<file path="config.mk">
export PLATFORM = sky130hd
export DESIGN_NAME = skew_feeder
export DESIGN_NICKNAME = d
export VERILOG_FILES = /design/src/rtl/skew_feeder.sv
export SDC_FILE = /design/constraint.sdc
export NUM_CORES = 1
export LEC_CHECK = 0
export CAP_MARGIN = 15
export CORE_MARGIN = 2
export CORE_UTILIZATION = 43
export DETAILED_ROUTE_END_ITERATION = 10
export GPL_TIMING_DRIVEN = 0
export PLACE_DENSITY = 0.84
export SLEW_MARGIN = 20
export SYNTH_ARGS = -nofsm -noshare
export SYNTH_HDL_FRONTEND = slang
export SYNTH_SLANG_ARGS = --single-unit
</file>
<file path="constraint.sdc">
create_clock -name clk -period 2.2 [get_ports clk]
set_clock_uncertainty 0.1 [all_clocks]
set_input_delay 0.22 -clock clk [delete_from_list [all_inputs] [get_ports clk]]
set_output_delay 0.22 -clock clk [all_outputs]
set_load 0.02 [all_outputs]
</file>
<file path="src/rtl/skew_feeder.sv">
// skew_feeder
// -----------
// Reads LANES upstream buffers and presents their words to the west edge of
// a systolic array with a diagonal skew: lane i starts one cycle after lane
// i-1, so row i of the array sees its first operand one cycle later than row
// i-1. Each pass issues exactly VECLEN reads per lane. Lanes that carry no
// word in a given cycle output zero, which is the padding the array expects.
//
// Sequencing: IDLE -> RUN (VECLEN+LANES-1 cycles) -> DRAIN (2 cycles) -> IDLE.
// DRAIN lets the two-stage data pipeline empty before done is pulsed.
// CNTW must satisfy 2**CNTW >= VECLEN+LANES.
//
// Ports
//   clk        clock, rising edge
//   rstn       synchronous active-low reset
//   start      begin one pass (only looked at in IDLE with hold low)
//   hold       downstream stall; freezes every register, forces rd_en low
//   rd_en      per-lane read strobe to the upstream buffers (combinational)
//   buf_dout   buffer read data, lane i at [i*WORDLEN +: WORDLEN],
//              valid the cycle after rd_en[i]
//   arr_dout   skewed data to the array, same lane packing, 0 when invalid
//   arr_valid  per-lane qualifier for arr_dout
//   busy       high in RUN and DRAIN
//   done       one-cycle pulse on the first IDLE cycle after a pass
module skew_feeder #(
    parameter int WORDLEN = 8,
    parameter int LANES   = 4,
    parameter int VECLEN  = 16,
    parameter int CNTW    = 5
) (
    input  logic                       clk,
    input  logic                       rstn,
    input  logic                       start,
    input  logic                       hold,
    output logic [LANES-1:0]           rd_en,
    input  logic [LANES*WORDLEN-1:0]   buf_dout,
    output logic [LANES*WORDLEN-1:0]   arr_dout,
    output logic [LANES-1:0]           arr_valid,
    output logic                       busy,
    output logic                       done
);

    typedef enum logic [1:0] {
        IDLE  = 2'd0,
        RUN   = 2'd1,
        DRAIN = 2'd2
    } state_t;

    // Last RUN count: the read window of the final lane closes here.
    localparam logic [CNTW-1:0] LAST = CNTW'(VECLEN + LANES - 2);

    state_t                     state_q;
    logic [CNTW-1:0]            cyc_q;
    logic                       drn_q;
    logic [LANES-1:0]           v1_q;
    logic [LANES-1:0]           valid_q;
    logic [LANES*WORDLEN-1:0]   dout_q;
    logic [LANES*WORDLEN-1:0]   dout_d;
    logic                       done_q;

    // Per-lane read window and output masking. Lane i reads while
    // i <= cyc <= i+VECLEN-1, which produces the one-cycle stagger.
    for (genvar g = 0; g < LANES; g++) begin : g_lane
        localparam int LO = g;
        localparam int HI = g + VECLEN - 1;

        assign rd_en[g] = (state_q == RUN) && !hold &&
                          (int'(cyc_q) >= LO) && (int'(cyc_q) <= HI);

        // Stale buffer output is masked so idle lanes feed zeros.
        assign dout_d[g*WORDLEN +: WORDLEN] =
            v1_q[g] ? buf_dout[g*WORDLEN +: WORDLEN] : '0;
    end

    always_ff @(posedge clk) begin
        if (!rstn) begin
            state_q <= IDLE;
            cyc_q   <= '0;
            drn_q   <= 1'b0;
            v1_q    <= '0;
            valid_q <= '0;
            dout_q  <= '0;
            done_q  <= 1'b0;
        end else if (!hold) begin
            // Stage 1 remembers which lanes were read; stage 2 captures the
            // buffer data that arrives one cycle after the read.
            v1_q    <= rd_en;
            valid_q <= v1_q;
            dout_q  <= dout_d;
            done_q  <= 1'b0;
            case (state_q)
                IDLE: begin
                    if (start) begin
                        state_q <= RUN;
                        cyc_q   <= '0;
                    end
                end
                RUN: begin
                    if (cyc_q == LAST) begin
                        state_q <= DRAIN;
                        drn_q   <= 1'b0;
                    end else begin
                        cyc_q <= cyc_q + 1'b1;
                    end
                end
                DRAIN: begin
                    if (drn_q) begin
                        state_q <= IDLE;
                        drn_q   <= 1'b0;
                        done_q  <= 1'b1;
                    end else begin
                        drn_q <= 1'b1;
                    end
                end
                default: state_q <= IDLE;
            endcase
        end
    end

    assign arr_dout  = dout_q;
    assign arr_valid = valid_q;
    assign busy      = (state_q != IDLE);
    assign done      = done_q;

endmodule
</file>
==> results.md, run 1 <==
* Outcome: completed
* RSZ-0062 raised after global routing: no
* Part of the power in registers at 0.576
* Pwr/cell area at 527 nW/µm²
* Hold Path Class: flip-flop to flip-flop
* Hold WS at 394 ps
* Final net count at 349
* Fin crit share at 0.957
* Reg2Reg Depth at 6
* Netlist Area Pre-Place at 2040 µm²
* Post-Synthesis Cells at 222
* DR vias/cell at 5.28
* Sequential-to-total area share from yosys stat at 0.480
* HPWL Detailed at 3.70 mm
* First-pass GRT wire length at 7.80 mm
* Core footprint at 4660 µm²
* Routed WL at 4.92 mm
* Share of the synthesized area in the top cell type at 0.480
* Antenna diodes at 0
* Req. time, crit path at 1880 ps
* Internal Power at 1.20 mW
* Min Tclk post-route at 2110 ps
* R2R Setup Slk at 500 ps
* Syn-to-layout area delta at 44.4%
* Die Area at 5320 µm²
* Drt pass-1 iters at 4
* Yosys reg bits at 49
* Die Y at 73.0 µm
* Initial drt markers at 75
* GP Congestion at 0.831
* VDD IR max at 0.322 mV
* Power, Total at 1.56 mW
* FFs w/ async S/R, synth at 0
* Synth area leader: dfxtp_1
* Layout cells sized above 1 at 0.0918
* Slew of the pin with the lowest slew margin at 520 ps
* Port bufs at 77
* Hold Path Depth at 2
* Max frequency at 0.475 GHz
* Wire per inst at 13.7 µm
* Vias at 1896
* Number of global-route vias before repair at 1686
* Worst Hold End: done
* Arrival time at the worst endpoint at 1790 ps
* Initial Util at 0.439
* FF-to-FF End: cyc_q[4]
* Filler Cell Count at 411
* TritonCTS Buffers at 5
* Root buf cell: clkbuf_8
* Clock power share at 0.306
* Synth top area cells: dfxtp_1, a22oi_1, nor2_1
* CP max FO at 9
* Hold_sp: done
* Final Hold Fails at 0
* IO Pins at 78
* Final ANT Viol Nets at 0
* LEAKAGE at 1.10 nW
* Syn Area/Cell at 9.21 µm²
* Sw power at 0.360 mW
* Worst Setup End Kind: output port
* CTS tree: built
* Final core occ at 0.633
* Slew Viols, Final at 0
* Sw Ratio at 0.231
* Final setup violating endpoints at 0
* Warning count from the yosys run at 0
* Comb pwr share at 0.118
* Hold buffer count at cts at 0
* Initial antenna violation count at 0
* H-tree depth at 2
* Fin Setup TNS at 0 ps
* Synthesized net count at 265
* Die Width at 73.0 µm
* CTS sink count at 49
* Largest net degree at the start of global routing at 14
* Count of cell types in the netlist at 40
* Critical path class: flip-flop to output port
* Post-synth EDFFs at 0
* Max Buffers Root-to-Sink at 2
* Final Non-Filler Cells at 359
* # DRC at 0
* Row count at 25
* Clock transition at path regs at 80 ps
* Max_slew headroom at 0.654
* Tot GR Track Use at 0.192
* Ys flop type: dfxtp_1
* Inst Count DP at 353
* Startpoint class of the critical path: flip-flop
* Max-cap violations at 0
* R2R Path Start: state_q[0]
* Clock Latency Late Sink at 300 ps
* GRT overflow at 0
==> routing by layer <==
| metal | routed length (µm) | global-route usage | vias to the layer above | share of wire |
|---|---|---|---|---|
| li1 | - | - | 947 | - |
| met1 | 2140 | 0.230 | 885 | 0.43 |
| met2 | 2420 | 0.330 | 57 | 0.49 |
| met3 | 285 | 0.0580 | 7 | 0.058 |
| met4 | 78 | 0.0576 | 0 | 0.016 |
| met5 | 0 | 0 | - | 0 |
==> through the flow <==
step	area, µm²	setup slack (ps)
2_1_floorplan	2040	631
3_3_place_gp	2880	-150
3_5_place_dp	2880	-160
4_1_cts	2960	5.24
5_1_grt	2950	21.0
6_report	2950	94.0
==> how the worst max path moves through the flow <==
stage                         from       end  slack, ps  depth (start not counted)
after floorplan           cyc_q[1]   v1_q[2]        630                          6
after global placement        hold  rd_en[1]       -150                          4
after detailed placement      hold  rd_en[1]       -160                          4
after CTS                 cyc_q[1]  rd_en[1]          5                          6
after global routing      cyc_q[0]  rd_en[0]         20                          6
final                     cyc_q[1]  rd_en[3]         90                          5
==> worst max-delay path, stage by stage (launching register included) <==
cell	delay, ps
dfxtp_1	310
buf_2	190
a211oi_2	250
mux2i_1	230
and2_1	170
dlygate4sd2_1	330
==> kinds of logic after synthesis <==
family / share of synthesized area
simple gates: 0.168
compound gates: 0.239
flops: 0.480
buf+inv: 0.0600
fa+ha+maj: 0.0428
mux: 0.00979
==> cell usage after synthesis, drive strengths merged, types with 3 or more instances <==
master,n
nor2,46
buf,9
dfxtp,49
ha,7
nand2,7
a21oi,8
clkbuf,9
a22oi,33
and2,3
nand3,3
inv,11
nor2b,5
==> what timing repair did <==
item / CTS / global route
buffers inserted: 0 / 0
endpoints found under the setup margin: 4 / 3
resized for setup: 6 / 4
hold endpoints to repair: 0 / 0
==> layout make-up <==
cell class,instances,area [µm²],share of cell area
buffer,18,81.3,0.0276
clock buffer,5,68.8,0.0233
clock inverter,1,5.00,0.00170
inverter,11,41.3,0.0140
multi-input combinational,144,948,0.321
sequential,49,981,0.332
tap,54,67.6,0.0229
timing repair buffer,77,758,0.257
==> power by group through the flow <==
stage	sequential [mW]	clock, mW	combinational [mW]
final	0.896	0.476	0.184
after global routing	0.897	0.529	0.200
after CTS	0.896	0.494	0.184
after detailed placement	0.917	0	0.183
after global placement	0.917	0	0.181
after floorplan	0.919	0	0.0822
==> flip-flops by register name, summed over array words and instances, names as in the netlist <==
signal and count:
drn_q 1, state_q 2, done 1, v1_q 4, arr_dout 32, cyc_q 5
arr_valid 4
==> layout by cell type, fill, tap and decap left out, types with 2 or more instances in the layout <==
cell type        synthesis  routed
o41ai_1                  2       2
nor2b_1                  5       5
o21ai_0                  2       2
a21oi_1                  8       8
a22oi_1                 33      33
and2_1                   3       3
clkdlybuf4s50_1          0      73
dfxtp_1                 49      49
clkbuf_8                 0       5
clkbuf_1                 9       9
nand3_1                  3       3
o22ai_1                  2       2
inv_1                   10      10
buf_2                    8       8
mux2i_1                  2       2
nor2_1                  46      46
o21a_1                   2       2
clkbuf_2                 0       2
dlygate4sd2_1            0       2
nand2_1                  7       7
or3_1                    2       2
a211oi_2                 1       2
ha_1                     7       6
(Power assumes the default switching activity.)
==> inputs of run 2 (changes only) <==
--- a/config.mk
+++ b/config.mk
@@ -9,7 +9,6 @@
 export CORE_MARGIN = 2
 export CORE_UTILIZATION = 43
 export DETAILED_ROUTE_END_ITERATION = 10
-export GPL_TIMING_DRIVEN = 0
 export PLACE_DENSITY = 0.84
 export SLEW_MARGIN = 20
 export SYNTH_ARGS = -nofsm -noshare
==> run 2 against run 1 <==
Via count shrank 1.7%. Sequential share of layout area fell by 0.33 points. Setup slack better by 20 ps. Combinational power shrank 3%. Non-clock buffer count fell by 9. Clock-buffer cell count is 2 higher. Flip-flop and latch count unchanged. Utilization rose by 0.81 points. Sequential power barely moved. Critical path type unchanged. Largest cell class unchanged.
==> results.md, run 2 (synthesized netlist as in run 1, its figures left out) <==
* Outcome: completed
* Area of the multi-input gates at 952 µm² (+0.40%)
* Hold_sp: hold
* Max_slew headroom at 0.501 (-0.152)
* RSZ-0062 raised after global routing: no
* Initial drt markers at 86 (+15%)
* Power, Total at 1.73 mW (+11%)
* Clock Latency Late Sink at 300 ps (about the same)
* Largest net degree at the start of global routing at 32 (+18)
* R2R Path Start: state_q[0]
* Min Tclk post-route at 2090 ps (-20.2 ps)
* Critical path class: flip-flop to output port
* Row count at 25 (unchanged)
* Req. time, crit path at 1880 ps (about the same)
* Max frequency at 0.479 GHz (+0.97%)
* H-tree depth at 2 (unchanged)
* IO Pins at 78 (unchanged)
* Port bufs at 77 (unchanged)
* Worst Setup End Kind: output port
* Die Width at 73.0 µm (unchanged)
* CTS tree: built
* Startpoint class of the critical path: flip-flop
* Hold buffer count at cts at 0 (unchanged)
* Inst Count DP at 344 (-2.5%)
* Slew Viols, Final at 0 (unchanged)
* Die Area at 5320 µm² (unchanged)
* GP Congestion at 0.903 (+8.7%)
* Final Non-Filler Cells at 352 (-1.9%)
* CTS sink count at 49 (unchanged)
* CP max FO at 7 (-2)
* Commonest non-fill, non-tap cell in the layout: clkdlybuf4s50_1
* Tot GR Track Use at 0.187 (-0.00514)
* Max-cap violations at 0 (unchanged)
* Drt pass-1 iters at 4 (unchanged)
* Slew of the pin with the lowest slew margin at 747 ps (+227 ps)
* Routed WL at 4.88 mm (-0.83%)
* Initial antenna violation count at 0 (unchanged)
* Die Y at 73.0 µm (unchanged)
* Largest register FFs at 32 (unchanged)
* HPWL Detailed at 3.48 mm (-5.8%)
* Most frequent cells in the layout: clkdlybuf4s50_1, dfxtp_1, nor2_1
* R2R Setup Slk at 450 ps (-50 ps)
* TritonCTS Buffers at 5 (unchanged)
* Wire per inst at 13.9 µm (+1.1%)
* Clock transition at path regs at 80 ps (about the same)
* # DRC at 0 (unchanged)
* Worst Hold End: v1_q[3]
* Final setup violating endpoints at 0 (unchanged)
* Vias at 1863 (-1.7%)
* Root buf cell: clkbuf_8
* Final Hold Fails at 0 (unchanged)
* Pwr/cell area at 580 nW/µm² (+10%)
* Initial Util at 0.439 (unchanged)
* GRT overflow at 0 (unchanged)
* Setup WS post-layout at 114 ps (+20.2 ps)
* DR vias/cell at 5.29 (+0.21%)
* Arrival time at the worst endpoint at 1770 ps (-20 ps)
* Filler Cell Count at 423 (+2.9%)
* VDD IR max at 0.380 mV (+18%)
* Post-place setup slack at 124 ps (+284 ps)
* Number of global-route vias before repair at 1722 (+2.1%)
* Reg2Reg Depth at 6 (unchanged)
* Final net count at 340 (-2.6%)
* First-pass GRT wire length at 7.73 mm (-0.88%)
* Storage cell area at 983 µm² (+0.26%)
* Layout cells sized above 1 at 0.104 (+0.0122)
* Core footprint at 4660 µm² (unchanged)
* Max Buffers Root-to-Sink at 2 (unchanged)
* Final ANT Viol Nets at 0 (unchanged)
* Antenna diodes at 0 (unchanged)
* Hold Path Class: input pin to flip-flop
* LEAKAGE at 1.12 nW (+1.9%)
* Hold Path Depth at 4 (+2)
* Fin Setup TNS at 0 ps (unchanged)
* Fin crit share at 0.948 (-0.00920)
* Syn-to-layout area delta at 46.2%
* FF-to-FF End: cyc_q[1]
[run 2: worst max-delay path by stage]
stage	cells after the start	start	end	slack [ps]
final	6	cyc_q[0]	rd_en[0]	110
after global routing	6	cyc_q[0]	rd_en[0]	10
after CTS	6	cyc_q[0]	rd_en[0]	60
after detailed placement	6	cyc_q[1]	rd_en[0]	120
after global placement	6	cyc_q[1]	rd_en[0]	180
after floorplan	6	cyc_q[1]	v1_q[2]	630
[run 2: repair_timing]
item,in CTS,in global routing
setup endpoints to repair,4,1
setup buffers,0,0
resized for setup,8,1
[run 2: worst max-delay path, cell delays in order, from the launching register on]
cell and delay (ps):
dfxtp_2 370, ha_1 240, and3_1 190, ha_1 180, a21oi_2 130, nor2_1 50, dlygate4sd2_1 320
[run 2: cell type report]
class | count | area share
clock buffer | 7 | 0.0289
clock inverter | 1 | 0.0100
inverter | 11 | 0.0138
multi-input combinational | 144 | 0.319
sequential | 49 | 0.329
tap | 54 | 0.0226
timing repair buffer | 86 | 0.277
[run 2: routing by layer]
layer,wire (µm),part of all wire,global-route usage
met2,2440,0.50,0.322
met1,2060,0.42,0.216
met5,0,0,0
met4,121,0.025,0.0802
met3,264,0.054,0.0511
[run 2: where the power goes]
group	leakage (nW)	internal (mW)	switching, mW	total (mW)
combinational	0.670	0.0926	0.0853	0.178
clock	0.0585	0.371	0.286	0.657
sequential	0.396	0.892	0.00524	0.898
[run 2: per-stage QoR]
step | cell area (µm²) | utilization | hold WS, ps
5_1_grt | 2990 | 0.641 | 270
6_report | 2990 | 0.641 | 228
3_3_place_gp | 2860 | 0.614 | 368
3_5_place_dp | 2860 | 0.614 | 377
4_1_cts | 2990 | 0.641 | 214
2_1_floorplan | 2040 | - | 256
